--- config.mk ---
export PLATFORM = sky130hd
export DESIGN_NAME = spfifo_rw_scheduler
export DESIGN_NICKNAME = d
export VERILOG_FILES = /design/src/rtl/spfifo_rw_scheduler.sv
export SDC_FILE = /design/constraint.sdc
export NUM_CORES = 1
export LEC_CHECK = 0
export ABC_AREA = 1
export CAP_MARGIN = 0
export CORE_MARGIN = 5
export CORE_UTILIZATION = 36
export DETAILED_ROUTE_END_ITERATION = 16
export PLACE_DENSITY = 0.77
export REMOVE_ABC_BUFFERS = 1
export SYNTH_ARGS = -nofsm -noshare
export SYNTH_HDL_FRONTEND = slang
export SYNTH_SLANG_ARGS = --single-unit
--- constraint.sdc ---
create_clock -name clk -period 1.9 [get_ports clk]
set_input_delay 0.285 -clock clk [delete_from_list [all_inputs] [get_ports clk]]
set_output_delay 0.285 -clock clk [all_outputs]
set_load 0.1 [all_outputs]
--- src/rtl/spfifo_rw_scheduler.sv ---
// spfifo_rw_scheduler
// Front-end for a single-port FIFO driven by {WE,RE,DI} instruction words.
// Independent write and read requests are serialised into at most one FIFO
// operation per cycle. On a conflict, the prio side wins and prio then flips.
// Occupancy tracking blocks overflow and underflow. Returned FIFO data is
// forwarded to the requester in order.
// Optional build macro: SPFIFO_SCHED_STATS_EN adds a saturating
// conflict_cnt[15:0] output.
module spfifo_rw_scheduler #(
  parameter int DW      = 32,
  parameter int DEPTH   = 8,
  parameter int CNT_W   = $clog2(DEPTH + 1),
  parameter int MAX_OUT = 2
) (
  input  logic             clk,
  input  logic             rst_n,
  input  logic             wr_valid,
  input  logic [DW-1:0]    wr_data,
  output logic             wr_ready,
  input  logic             rd_req,
  output logic             rd_ack,
  output logic [DW-1:0]    rd_data,
  output logic             rd_data_valid,
  output logic [DW+1:0]    inst,
  input  logic [DW-1:0]    fifo_res,
  input  logic             fifo_read_valid,
  output logic [CNT_W-1:0] count,
  output logic             full,
  output logic             empty
`ifdef SPFIFO_SCHED_STATS_EN
  ,
  output logic [15:0]      conflict_cnt
`endif
);

  localparam int OUT_W = $clog2(MAX_OUT + 1);

  typedef enum logic {
    PRIO_WR = 1'b0,
    PRIO_RD = 1'b1
  } prio_e;

  prio_e            prio_q, prio_d;
  logic [DW+1:0]    inst_q, inst_d;
  logic [DW-1:0]    rd_data_q, rd_data_d;
  logic             rd_data_valid_q, rd_data_valid_d;
  logic [CNT_W-1:0] count_q, count_d;
  logic [OUT_W-1:0] out_q, out_d;

  logic we_ok;
  logic re_ok;
  logic conflict;
  logic ret_ok;

  // Eligibility, arbitration grants and occupancy flags
  always_comb begin
    full     = (count_q == CNT_W'(DEPTH));
    empty    = (count_q == '0);
    we_ok    = wr_valid & ~full;
    re_ok    = rd_req & ~empty & (out_q < OUT_W'(MAX_OUT));
    conflict = we_ok & re_ok;
    wr_ready = we_ok & (~re_ok | (prio_q == PRIO_WR));
    rd_ack   = re_ok & (~we_ok | (prio_q == PRIO_RD));
    // Returns with nothing in flight are spurious and dropped.
    ret_ok   = fifo_read_valid & (out_q != '0);
  end

  // Next-state: instruction word, occupancy, in-flight reads, prio, return path
  always_comb begin
    // NOTE: every signal gets a default first so no path can infer a latch.
    prio_d          = prio_q;
    inst_d          = '0;
    count_d         = count_q;
    rd_data_d       = rd_data_q;
    rd_data_valid_d = ret_ok;
    if (conflict) begin
      prio_d = (prio_q == PRIO_WR) ? PRIO_RD : PRIO_WR;
    end
    if (wr_ready) begin
      inst_d  = {2'b10, wr_data};
      count_d = count_q + CNT_W'(1);
    end else if (rd_ack) begin
      inst_d  = {2'b01, {DW{1'b0}}};
      count_d = count_q - CNT_W'(1);
    end
    // A new read grant and a return in the same cycle cancel out.
    out_d = out_q + OUT_W'(rd_ack) - OUT_W'(ret_ok);
    if (ret_ok) begin
      rd_data_d = fifo_res;
    end
  end

  // State registers; reset discards any reads still in flight
  always_ff @(posedge clk or negedge rst_n) begin
    if (!rst_n) begin
      prio_q          <= PRIO_WR;
      inst_q          <= '0;
      count_q         <= '0;
      out_q           <= '0;
      rd_data_q       <= '0;
      rd_data_valid_q <= 1'b0;
    end else begin
      // NOTE: non-blocking assignments so every flop samples pre-edge values.
      prio_q          <= prio_d;
      inst_q          <= inst_d;
      count_q         <= count_d;
      out_q           <= out_d;
      rd_data_q       <= rd_data_d;
      rd_data_valid_q <= rd_data_valid_d;
    end
  end

  assign inst          = inst_q;
  assign count         = count_q;
  assign rd_data       = rd_data_q;
  assign rd_data_valid = rd_data_valid_q;

`ifdef SPFIFO_SCHED_STATS_EN
  logic [15:0] conflict_cnt_q, conflict_cnt_d;

  // Saturating count of cycles where both sides were eligible
  always_comb begin
    conflict_cnt_d = conflict_cnt_q;
    if (conflict && (conflict_cnt_q != 16'hFFFF)) begin
      conflict_cnt_d = conflict_cnt_q + 16'd1;
    end
  end

  // Conflict counter register
  always_ff @(posedge clk or negedge rst_n) begin
    if (!rst_n) begin
      conflict_cnt_q <= '0;
    end else begin
      conflict_cnt_q <= conflict_cnt_d;
    end
  end

  assign conflict_cnt = conflict_cnt_q;
`else
  // Without statistics, arbitration is unchanged and no counter exists.
`endif

endmodule

==> results of run 1 <==
kinds of logic after synthesis:
logic type,synth area share (%)
adders and majority gates,2.467
buffers and inverters,8.723
DFF,65.20
xor gates and xnor gates,1.234
and+or+nand+nor,20.97
AOI/OAI and AO/OA,1.410
routing by layer:
metal | wire length [um] | global-route usage (%) | vias up
li1 | - | - | 1175
met1 | 2889 | 17.08 | 1071
met2 | 3204 | 22.47 | 105
met3 | 803 | 7.219 | 9
met4 | 85 | 5.672 | 0
met5 | 0 | 0 | -
cells in the mapped netlist, types with 2 or more instances:
library cell and count:
sky130_fd_sc_hd__nand2_1 108, sky130_fd_sc_hd__dfrtp_1 74, sky130_fd_sc_hd__inv_1 49, sky130_fd_sc_hd__nor2_1 37, sky130_fd_sc_hd__buf_2 6, sky130_fd_sc_hd__ha_1 4, sky130_fd_sc_hd__buf_6 3, sky130_fd_sc_hd__nand3_1 3
sky130_fd_sc_hd__nor2_2 3, sky130_fd_sc_hd__a21oi_1 2, sky130_fd_sc_hd__o21ai_0 2, sky130_fd_sc_hd__xnor2_1 2, sky130_fd_sc_hd__xor2_1 2
cell type report:
type	instances	area, sq um
fillers	670	3148
flip-flops and latches	74	1852
repair buffers	154	1389
multi-input cells	168	753.2
inverters	49	183.9
clock buffers	11	131.4
well taps	102	127.6
clock inverters	5	102.6
flip-flops by register name, indices dropped and copies added (netlist names):
register       count
inst              34
rd_data           32
count              4
out_q              2
prio_q             1
rd_data_valid      1
cells in the final DEF (no fill, tap or decap), drive strengths merged:
master         instances
nand2                110
buf                   86
dfrtp                 74
clkdlybuf4s50         67
inv                   49
nor2                  40
clkbuf                11
ha                     4
nand3                  3
bufinv                 3
o21ai                  3
xnor2                  2
xor2                   2
a21oi                  2
a21boi                 1
fa                     1
clkinvlp               1
clkinv                 1
dlygate4sd3            1
timing repair:
item                                    4_1_cts  5_1_grt
hold buffers                                  1        0
pin swaps                                     0        1
endpoints found under the setup margin        2        3
gates resized for setup                       2        5
endpoints found under the hold margin        34        0
buffers inserted                              1        1
through the flow:
stage / setup slack [ns] / TNS [ns]
floorplan: -1.061 / -8.743
global placement: -0.1102 / -0.1331
detailed placement: -0.1654 / -0.3052
CTS: 0.007803 / 0
global route: -0.04329 / -0.1011
finish: 0.07428 / 0
worst register-to-register path, cell delays in order, from the launching register on:
cell and delay (ns):
sky130_fd_sc_hd__dfrtp_1 0.43, sky130_fd_sc_hd__inv_2 0.09, sky130_fd_sc_hd__nor2_2 0.05, sky130_fd_sc_hd__a21boi_2 0.21
sky130_fd_sc_hd__nand2_4 0.09, sky130_fd_sc_hd__ha_1 0.32, sky130_fd_sc_hd__nand2_1 0.07, sky130_fd_sc_hd__nand2_1 0.05
sky130_fd_sc_hd__nor2_2 0.12, sky130_fd_sc_hd__inv_1 0.05, sky130_fd_sc_hd__nand2_1 0.08, sky130_fd_sc_hd__nand2_1 0.06
sky130_fd_sc_hd__nand2_1 0.05, sky130_fd_sc_hd__nand2_1 0.04
how the worst max path moves through the flow:
stage	cells past startpoint	end	slack [ns]	from
2_1_floorplan	6	count[1]$_DFFE_PN0P_	-1.06	count[2]$_DFFE_PN0P_
3_3_place_gp	14	count[3]$_DFFE_PN0P_	-0.11	rd_req
3_5_place_dp	14	count[3]$_DFFE_PN0P_	-0.17	rd_req
4_1_cts	7	wr_ready	0.008	count[3]$_DFFE_PN0P_
5_1_grt	13	count[3]$_DFFE_PN0P_	-0.04	count[3]$_DFFE_PN0P_
6_report	6	wr_ready	0.07	out_q[1]$_DFF_PN0_
==> out/results.txt, run 1 <==
Status = finished clean
Clock root buffer = sky130_fd_sc_hd__clkbuf_8
Achievable Freq = 547.7 MHz
Clock tree from TritonCTS = yes
Post-DP HPWL = 5285 um
Worst Path Class, Setup = reg -> out
Vias in the first global route = 2367
Num CTS Buffers = 9
Worst path top cell family by delay = simple AND/OR/NAND/NOR gates
Share of flip-flops with an asynchronous set or reset = 100.0%
Via Count = 2360
Util after Layout = 59.05%
Endpoint kind of the worst setup timing path = primary output
Count of warnings emitted by yosys = 0
Setup Skew = 0.01550 ns
Number of H-tree levels = 3
Transition time of the tightest slew-check pin = 0.4448 ns
Post-route ant nets = 0
Worst hold margin = 0.4445 ns
Sequential area share after synthesis = 65.20%
Setup repair after global routing missed its margin = true
Clock sink count = 74
Initial core utilization = 36.95%
Largest net degree at the start of global routing = 41
Worst skew pair latency = 0.33 ns
Clock-pin transition on the worst setup and hold timing paths = 0.08 ns
Count of placed standard cells including taps = 544
Number of antenna violations at the first check in global routing = 0
Arrival @ worst endpoint = 1.54 ns
Total of buffers placed on input and output ports = 143
Endpoint required time on the critical path = 1.62 ns
Floorplan die height = 98.82 um
Horizontal extent of the die = 98.82 um
Reported max-cap violation count = 0
DRC violation count after routing = 0
Final setup fails = 0
Yosys top cell by area = sky130_fd_sc_hd__dfrtp_1
Worst Path Max Fanout = 4
Max_slew headroom = 70.35%
Number of enable-type register cells in the synthesized netlist = 0
Placed standard-cell area = 4268 sq um
Critical path buffers and inverters = 3
Class of the tightest hold or removal check = in -> async
Cells after synthesis = 300
Routed wire length = 6983 um
Area enclosed by the die boundary = 9765 sq um
Via/cell ratio = 4.192
Cells along the critical path = nor2_1, nand3_1, nand2_4, inv_2, buf_4, buf_12
P&R area growth vs syn = 59.82%
Top-level I/O count = 144
Wirelength per Cell = 12.40 um
Routability-driven placement congestion ratio = 0.7852
Mapped Area = 2840 sq um
Min cycle time layout = 1.826 ns
Number of standard cells in the layout, taps in and fillers out = 563
CTS Buffer Depth = 2
N_diodes = 0
FP Rows = 32
Biggest area contributors in the synthesized netlist = sky130_fd_sc_hd__dfrtp_1 65%, sky130_fd_sc_hd__nand2_1 14%, sky130_fd_sc_hd__inv_1 6.5%, sky130_fd_sc_hd__nor2_1 4.9%, sky130_fd_sc_hd__ha_1 1.8%
Number of register bits inferred by synthesis = 74
Final net count = 530
Leading register cell type out of synthesis = sky130_fd_sc_hd__dfrtp_1
Fraction of synthesized cell area taken by the top area cell type = 65.20%
Delay of the slowest cell on the worst path = 0.42 ns
Worst reg2reg startpoint = count[3]$_DFFE_PN0P_
Final Max Tran Viols = 0
Worst R2R Path Depth = 13
Fraction of final layout cells sized beyond drive strength 1 = 24.51%
Drt first-iter violations = 42
Tcrit/Tclk final = 96.09%
Total non-filler cell area in the finished layout = 4539 sq um
Crit Reg-Reg Endpoint = count[3]$_DFFE_PN0P_
Detailed Routing Iterations Pass 1 = 4
Synth cell types = 18
Slack of the worst reg-to-reg path = 0.11 ns
Sort of element at the start of the critical path = register
Final Hold Fails = 0
Remaining global-route overflow = 0
Synthesized area divided by synthesized cell count = 9.467 sq um
Total core area = 7687 sq um
First-pass GRT wire length = 11270 um
Gr usage total = 14.44%
Slowest stage cell, crit path = sky130_fd_sc_hd__dfrtp_1
Power of run 1 is left out: the tool's default activity adds up to more than one toggle a clock period on the data nets, which glitch-free logic cannot reach.
==> inputs of run 2 (changes only) <==
--- a/config.mk
+++ b/config.mk
@@ -7,7 +7,6 @@
 export LEC_CHECK = 0
 export ABC_AREA = 1
 export CAP_MARGIN = 0
-export CORE_MARGIN = 5
 export CORE_UTILIZATION = 36
 export DETAILED_ROUTE_END_ITERATION = 16
 export PLACE_DENSITY = 0.77
==> run 2 against run 1 <==
Against the previous run:
- first-iteration DRC count is 100% higher
- non-clock buffer count rose by 2
- utilization is 0.59 points higher
- highest routed layer unchanged
- final area grew 0.99%
- clock-buffer cell count shrank 1
- clock skew shrank 0.0034 ns
- global-route usage is 2.5 points higher
- fmax is 1.1% higher
- flip-flop and latch count unchanged
- final cell count up 0.18%
- critical path depth increased by 1
==> out/results.txt, run 2 (same netlist as run 1, synthesis figures left out) <==
Reported max-cap violation count = 0 (unchanged)
Clock root buffer = sky130_fd_sc_hd__clkbuf_8
Area enclosed by the die boundary = 8248 sq um (-16%)
Worst R2R Path Depth = 13 (unchanged)
P&R area growth vs syn = 61.41%
Number of flip-flops in the largest register = 34 (unchanged)
CTS Buffer Depth = 2 (unchanged)
Tcrit/Tclk final = 95.09% (-1.0 points)
Endpoint kind of the worst setup timing path = primary output
Total of buffers placed on input and output ports = 143 (unchanged)
Initial core utilization = 36.95% (unchanged)
Clock-pin transition on the worst setup and hold timing paths = 0.08 ns (about the same)
Endpoint required time on the critical path = 1.62 ns (about the same)
Fillers = 681 (+1.6%)
Clock sink count = 74 (unchanged)
FP Rows = 32 (unchanged)
Post-DP HPWL = 4694 um (-11%)
Total core area = 7687 sq um (unchanged)
Number of antenna violations at the first check in global routing = 0 (unchanged)
Sort of element at the start of the critical path = register
Post-route ant nets = 0 (unchanged)
Detailed Routing Iterations Pass 1 = 4 (unchanged)
Status = finished clean
Clock tree from TritonCTS = yes
Class of the tightest hold or removal check = in -> async
Top-level I/O count = 144 (unchanged)
Fraction of final layout cells sized beyond drive strength 1 = 25.54% (+1.0 points)
Final Hold Fails = 0 (unchanged)
Final net count = 532 (+0.38%)
Largest net degree at the start of global routing = 39 (-4.9%)
Remaining global-route overflow = 0 (unchanged)
Top library cells by usage in the layout, fill and taps aside = 107 x sky130_fd_sc_hd__nand2_1, 83 x sky130_fd_sc_hd__buf_4, 73 x sky130_fd_sc_hd__dfrtp_1
Setup Skew = 0.01209 ns (-0.003415 ns)
Worst hold margin = 0.4552 ns (+0.01075 ns)
Worst Path Class, Setup = reg -> out
N_diodes = 0 (unchanged)
Timing endpoint of the critical path = wr_ready
Worst Path Max Fanout = 5 (+1)
DRC violation count after routing = 0 (unchanged)
Arrival @ worst endpoint = 1.52 ns (-0.02 ns)
Final Max Tran Viols = 0 (unchanged)
Gr usage total = 16.96% (+2.5 points)
Most common cell after layout, fill and taps aside = sky130_fd_sc_hd__nand2_1
Via/cell ratio = 4.261 (+1.6%)
Slack of the worst reg-to-reg path = 0.12 ns (about the same)
Worst skew pair latency = 0.33 ns (about the same)
Horizontal extent of the die = 90.82 um (-8.1%)
Drt first-iter violations = 84 (+100%)
Floorplan die height = 90.82 um (-8.1%)
Routed wire length = 6600 um (-5.5%)
Wirelength per Cell = 11.70 um (-5.7%)
Via Count = 2403 (+1.8%)
Achievable Freq = 553.5 MHz (+1.1%)
Final sum of negative setup slack = 0 ns (unchanged)
First-pass GRT wire length = 11010 um (-2.3%)
Num CTS Buffers = 9 (unchanged)
Final setup fails = 0 (unchanged)
Worst reg2reg startpoint = count[3]$_DFFE_PN0P_
Origin of the worst setup path = count[3]$_DFFE_PN0P_
Vias in the first global route = 2421 (+2.3%)
Routability-driven placement congestion ratio = 0.8049 (+2.5%)
Number of H-tree levels = 3 (unchanged)
Min cycle time layout = 1.807 ns (-0.01901 ns)
Transition time of the tightest slew-check pin = 0.4950 ns (+0.05021 ns)
Crit Reg-Reg Endpoint = count[3]$_DFFE_PN0P_
Max_slew headroom = 67.00% (-3.3 points)
## run 2: stage by stage
| stage | util (%) | cell area (sq um) | worst slack [ns] | std cells |
|---|---|---|---|---|
| floorplan | - | 2776 | -1.061 | 291 |
| global placement | 55.52 | 4268 | -0.1155 | 544 |
| detailed placement | 55.52 | 4268 | -0.1429 | 544 |
| CTS | 58.97 | 4533 | 0.002938 | 560 |
| global route | 59.64 | 4584 | -0.01455 | 564 |
| finish | 59.64 | 4584 | 0.09329 | 564 |
## run 2: cell type report
cell class | count | area, sq um | area share, %
Clock buffer | 10 | 127.6 | 2.784
Timing Repair Buffer | 156 | 1404 | 30.62
Sequential cell | 74 | 1853 | 40.42
Inverter | 49 | 183.9 | 4.012
Clock inverter | 5 | 127.6 | 2.784
Tap cell | 102 | 127.6 | 2.784
Multi-Input combinational cell | 168 | 760.7 | 16.59
## run 2: worst min-delay path by stage
stage,start,end,slack (ns),depth (start not counted)
floorplan,rst_n,count[0]$_DFFE_PN0P_,-0.01,0
global placement,rst_n,rd_data[5]$_DFFE_PN0P_,0.28,1
detailed placement,rst_n,rd_data[18]$_DFFE_PN0P_,0.29,1
CTS,wr_data[10],inst[10]$_DFF_PN0_,0.44,3
global route,wr_data[20],inst[20]$_DFF_PN0_,0.46,3
finish,rst_n,rd_data[5]$_DFFE_PN0P_,0.46,2
## run 2: critical path, cell delays in order, from the launching register on
cell and delay, ns:
sky130_fd_sc_hd__dfrtp_1 0.43, sky130_fd_sc_hd__inv_2 0.08, sky130_fd_sc_hd__nor2_2 0.04, sky130_fd_sc_hd__a21boi_2 0.20
sky130_fd_sc_hd__nand2_4 0.09, sky130_fd_sc_hd__inv_2 0.07, sky130_fd_sc_hd__buf_4 0.12, sky130_fd_sc_hd__buf_12 0.17
## run 2: repair_timing
item,in CTS,in global routing
endpoints found under the setup margin,0,3
buffers inserted,0,4
endpoints found under the hold margin,36,0
hold buffers,1,0
resized for setup,0,10
## run 2: routing by layer
metal | GRT usage [%] | vias up | part of all wire, %
li1 | - | 1181 | -
met1 | 20.33 | 1102 | 40
met2 | 27.21 | 110 | 48
met3 | 6.902 | 10 | 10
met4 | 6.746 | 0 | 1.4
met5 | 0 | - | 0
Power of run 2 is left out for the same reason.
==> inputs of run 3 (changes only) <==
--- a/config.mk
+++ b/config.mk
@@ -6,7 +6,6 @@
 export NUM_CORES = 1
 export LEC_CHECK = 0
 export ABC_AREA = 1
-export CAP_MARGIN = 0
 export CORE_UTILIZATION = 36
 export DETAILED_ROUTE_END_ITERATION = 16
 export PLACE_DENSITY = 0.77
==> results of run 3 <==
The final DEF is identical to that of run 2; final timing and power are the same.
Power of run 3 is left out for the same reason.
